**src/rtl/field_slice_stage.sv**
```systemverilog
// Streaming bit-field extractor: in_data[LEFT:RIGHT] -> extend -> 2-entry skid buffer.
// Optional per-entry field parity output when FIELD_SLICE_PARITY_EN is defined.
module field_slice_stage #(
  parameter int DATA_W   = 16,
  parameter int LEFT     = 15,
  parameter int RIGHT    = 8,
  parameter int OUT_W    = 8,
  parameter int SIGN_EXT = 0,
  parameter int CNT_W    = 8
) (
  input  logic              clk,
  input  logic              rst,
  input  logic              in_valid,
  output logic              in_ready,
  input  logic [DATA_W-1:0] in_data,
  output logic              out_valid,
  input  logic              out_ready,
  output logic [OUT_W-1:0]  out_data,
`ifdef FIELD_SLICE_PARITY_EN
  output logic              out_parity,
`endif
  output logic [CNT_W-1:0]  xfer_count
);

  localparam int FIELD_W = LEFT - RIGHT + 1;

  if (LEFT >= DATA_W || RIGHT > LEFT || OUT_W < FIELD_W) begin : g_bad_params
    $fatal(1, "field_slice_stage: illegal LEFT/RIGHT/OUT_W for DATA_W");
  end

  typedef enum logic [1:0] {S_EMPTY, S_ONE, S_FULL} state_t;

  state_t                      r_state;
  logic                        r_rd_ptr;
  logic                        r_wr_ptr;
  logic [OUT_W-1:0]            r_data [2];
  logic [CNT_W-1:0]            r_cnt;
  logic [FIELD_W-1:0]          w_field;
  logic [OUT_W-1:0]            w_ext;
  logic                        w_accept;
  logic                        w_xfer;

  assign w_field = in_data[LEFT:RIGHT];

  if (OUT_W > FIELD_W) begin : g_extend
    logic w_fill;
    assign w_fill = (SIGN_EXT != 0) ? w_field[FIELD_W-1] : 1'b0;
    assign w_ext  = {{(OUT_W-FIELD_W){w_fill}}, w_field};
  end else begin : g_no_extend
    assign w_ext = w_field;
  end

  // in_ready depends only on registered state and rst, never on out_ready.
  assign in_ready   = (r_state != S_FULL) && !rst;
  assign out_valid  = (r_state != S_EMPTY);
  assign out_data   = out_valid ? r_data[r_rd_ptr] : '0;
  assign xfer_count = r_cnt;
  assign w_accept   = in_valid && in_ready;
  assign w_xfer     = out_valid && out_ready;

  always_ff @(posedge clk or posedge rst) begin
    if (rst) begin
      r_state   <= S_EMPTY;
      r_rd_ptr  <= 1'b0;
      r_wr_ptr  <= 1'b0;
      r_data[0] <= '0;
      r_data[1] <= '0;
      r_cnt     <= '0;
    end else begin
      if (w_accept) begin
        r_data[r_wr_ptr] <= w_ext;
        r_wr_ptr         <= ~r_wr_ptr;
      end
      if (w_xfer) begin
        r_rd_ptr <= ~r_rd_ptr;
        r_cnt    <= r_cnt + CNT_W'(1);
      end
      case (r_state)
        S_EMPTY: if (w_accept) r_state <= S_ONE;
        S_ONE: begin
          if (w_accept && !w_xfer)      r_state <= S_FULL;
          else if (!w_accept && w_xfer) r_state <= S_EMPTY;
        end
        S_FULL:  if (w_xfer) r_state <= S_ONE;
        default: r_state <= S_EMPTY;
      endcase
    end
  end

`ifdef FIELD_SLICE_PARITY_EN
  logic r_par [2];

  // Parity covers the raw field bits, so it travels with its entry.
  always_ff @(posedge clk or posedge rst) begin
    if (rst) begin
      r_par[0] <= 1'b0;
      r_par[1] <= 1'b0;
    end else if (w_accept) begin
      r_par[r_wr_ptr] <= ^w_field;
    end
  end

  assign out_parity = out_valid ? r_par[r_rd_ptr] : 1'b0;
`endif

endmodule

```
**config.mk**
```make
export PLATFORM = sky130hd
export DESIGN_NAME = field_slice_stage
export DESIGN_NICKNAME = d
export VERILOG_FILES = /design/src/rtl/field_slice_stage.sv
export SDC_FILE = /design/constraint.sdc
export NUM_CORES = 1
export LEC_CHECK = 0
export CORE_AREA = 4 4 59 61
export CTS_CLUSTER_DIAMETER = 30
export CTS_CLUSTER_SIZE = 25
export DETAILED_ROUTE_END_ITERATION = 6
export DIE_AREA = 0 0 63 65
export GPL_TIMING_DRIVEN = 0
export HOLD_SLACK_MARGIN = 0.12
export PLACE_DENSITY = 0.82
export SLEW_MARGIN = 10
export SYNTH_ARGS = -nofsm -noshare
export SYNTH_HDL_FRONTEND = slang
export SYNTH_SLANG_ARGS = --single-unit
```
**constraint.sdc**
```tcl
create_clock -name clk -period 2.6 [get_ports clk]
set_clock_uncertainty 0.05 [all_clocks]
set_input_delay 0.26 -clock clk [delete_from_list [all_inputs] [get_ports clk]]
set_output_delay 0.26 -clock clk [all_outputs]
set_load 0.03 [all_outputs]
```
==> flow_summary_export.csv <==
group,metric,value,unit
status,status,"complete, no violations",
synthesis,ys_seq_area_share,53.9,%
final_layout,fillers,262,
clock_tree,cts_sinks,28,
critical_path,crit_type,"reg2out",
routing,wirelength,2370,um
floorplanning,num_io_pins,38,
floorplanning,core,2980,um2
placed_design,portBuffers,29,
routing,drt_first_pass_iters,4,
placed_design,dpl_cell_area,1630,um2
final_layout,layout_commonest_cell,"clkdlybuf4s50_1",
sta,relSlewSlack,31.0,%
routing,vias,864,
power_and_ir_drop,leakage,0.725,nW
placed_design,hpwl,1760,um
critical_path,cp_data_arrival_time,2120,ps
clock_tree,cts_repair_resize_count,0,
final_layout,syn_to_final_growth,27.3,%
critical_path,cp_common_cell,"nor2_1",
routing,viasPerCell,5.08,
global_route,grt_pass1_wl,4020,um
clock_tree,post_cts_buffers,0,
routing,wire_per_inst,13.9,um
power_and_ir_drop,vdd_drop_max,0.456,mV
clock_tree,numCtsBuffers,3,
run,drv_cap,0,
clock_tree,cts_buffer_depth,2,
critical_path,crit_path_top_delay_cell,"clkdlybuf4s50_1",
clock_tree,clkTransAtPathRegs,130,ps
critical_path,crit_fanout,9,
clock_tree,insertion_delay,310,ps
global_route,grt_pass1_vias,884,
sta,whs,428,ps
critical_path,worst_ep_required_time,2290,ps
sta,setup_tns,0,ps
floorplanning,rows,20,
synthesis,yosys.cell_types.count,28,
global_route,grt_antenna_before_repair,0,
routing,drc,0,
clock_tree,h-tree-depth,1,
min_path,hold_path_class,"reg2reg",
global_route,grt_use_total,12.4,%
sta,tightestPinTransition,1030,ps
critical_path,path_delay_family,"buffers and inverters",
synthesis,synth_area,1300,um2
sta,finalCritPeriodShare,93.3,%
final_layout,diodes,0,
clock_tree,cts_root_buf,"clkbuf_4",
synthesis,ys_ff_latch,28,
floorplanning,dieArea,4100,um2
global_route,grt.overflow.total,0,
final_layout,stdcell_area,1650,um2
sta,layout_min_cycle_time,2430,ps
floorplanning,initial_core_util,43.6,%
sta,timing.fmax,412,MHz
critical_path,endpoint_kind,"output pin",
floorplanning,die_y,65,um
final_layout,drive_gt1_share,18.2,%
placed_design,gp_congestion,0.784,
floorplanning,die_w,63,um
clock_tree,cts_tree,"done",
critical_path,path_cells,"buf_4 > nor2_1 > nor2_1 > clkdlybuf4s50_1",
final_layout,nNetsFinal,160,
sta,slew_violations,0,
sta,rsz0062_at_grt,"no",
synthesis,synth_nets,126,
power_and_ir_drop,p_per_area,949,nW/um2
sta,finalSetupViolCount,0,
sta,finalHoldViolCount,0,
global_route,grt_max_degree,29,
final_layout,final_core_util,55.5,%
synthesis,synthCells,105,
routing,drt_iter0_drc,9,
critical_path,critPathMaxStageDelay,620,ps
critical_path,critPathBufInv,2,
synthesis,syn_area_per_cell,12.4,um2
routing,drt.antenna.violating_nets,0,
sta,setup_ws,173,ps
placed_design,pre_cts_slack,522,ps
final_layout,final_cell_mix,"clkdlybuf4s50_1 (29), dfrtp_1 (28), mux2_2 (16)",
critical_path,startpoint_type,"flop",
clock_tree,cts_hold_buf,0,
synthesis,yosysWarnings,0,
[Yosys cell counts]
| cell type | n | area (um2) |
|---|---|---|
| a21oi_1 | 1 | 5.00 |
| and2b_1 | 1 | 7.51 |
| and3_1 | 1 | 6.26 |
| buf_2 | 2 | 10.0 |
| buf_4 | 1 | 7.51 |
| dfrtp_1 | 28 | 701 |
| ha_1 | 1 | 12.5 |
| inv_1 | 2 | 7.51 |
| mux2_2 | 16 | 180 |
| mux2i_1 | 10 | 100 |
| nand2_1 | 5 | 18.8 |
| nand2b_1 | 2 | 12.5 |
| nand3_1 | 1 | 5.00 |
| nand3_2 | 1 | 10.0 |
| nand3b_1 | 1 | 7.51 |
| nand4_1 | 3 | 18.8 |
| nor2_1 | 11 | 41.3 |
| nor2b_1 | 1 | 6.26 |
| nor2b_4 | 1 | 13.8 |
| nor3_1 | 2 | 10.0 |
| nor3_4 | 1 | 16.3 |
| o21a_1 | 1 | 7.51 |
| o21ai_0 | 1 | 5.00 |
| o21ai_1 | 1 | 5.00 |
| o22ai_1 | 1 | 6.26 |
| or2b_1 | 1 | 7.51 |
| xnor2_1 | 5 | 43.8 |
| xor2_1 | 3 | 26.3 |
[power breakdown]
group | leakage (nW) | internal, mW | switching [mW]
clock | 0.0138 | 0.0541 | 0.113
sequential | 0.343 | 0.580 | 0.100
combinational | 0.369 | 0.345 | 0.376
total | 0.725 | 0.979 | 0.589
[flip-flops by register name, indices dropped and copies added (netlist names)]
name	flops
r_state	2
xfer_count	8
r_data	16
r_wr_ptr	1
r_rd_ptr	1
[per-layer routing]
layer  share of wire (%)  global-route usage, %
met5                   0                      0
met4                 1.1                   4.96
met3                 2.2                   1.39
met2                  51                   21.2
met1                  46                   15.9
[worst paths after layout]
| path | from | endpoint | slack [ps] | cells after the start |
|---|---|---|---|---|
| worst max-delay path | r_state[1]$_DFFE_PP0P_ | out_data[0] | 170 | 4 |
| worst min-delay path | xfer_count[7]$_DFFE_PP0P_ | xfer_count[7]$_DFFE_PP0P_ | 430 | 1 |
| worst min register to register | xfer_count[7]$_DFFE_PP0P_ | xfer_count[7]$_DFFE_PP0P_ | 430 | 1 |
| min in group asynchronous | rst | r_data[13]$_DFFE_PP0P_ | 510 | 2 |
| max in group asynchronous | rst | xfer_count[6]$_DFFE_PP0P_ | 1370 | 2 |
| worst max register to register | r_state[1]$_DFFE_PP0P_ | r_data[15]$_DFFE_PP0P_ | 960 | 4 |
[cell families (layout without fill, tap and decap cells)]
group / after synthesis / in the layout / synth area share, %
AOI/OAI and AO/OA: 5 / 5 / 2.22
xor gates and xnor gates: 8 / 8 / 5.40
adders and majority gates: 1 / 1 / 0.963
buffers and inverters: 5 / 37 / 1.93
DFF: 28 / 28 / 53.9
muxes: 26 / 26 / 21.6
and+or+nand+nor: 32 / 32 / 14.0
[worst reg2reg max path: stages, from the launching register on]
cell and delay, ps:
dfrtp_1 390, buf_4 160, nor2b_4 140, nor3_4 420, mux2_2 390
[per-stage QoR]
stage,std cells,total power [mW]
4_1_cts,170,1.58
3_3_place_gp,167,1.39
3_5_place_dp,167,1.42
6_report,170,1.57
2_1_floorplan,105,1.16
5_1_grt,170,1.66
[cell type report]
| cell class | instances | area (um2) | area share [%] |
|---|---|---|---|
| Clock buffer | 3 | 22.5 | 1.36 |
| Timing Repair Buffer | 29 | 290 | 17.6 |
| Inverter | 2 | 7.51 | 0.454 |
| Sequential cell | 28 | 701 | 42.4 |
| Buffer | 3 | 17.5 | 1.06 |
| Multi-Input combinational cell | 72 | 573 | 34.7 |
| Tap cell | 33 | 41.3 | 2.50 |
(Power assumes the default switching activity.)
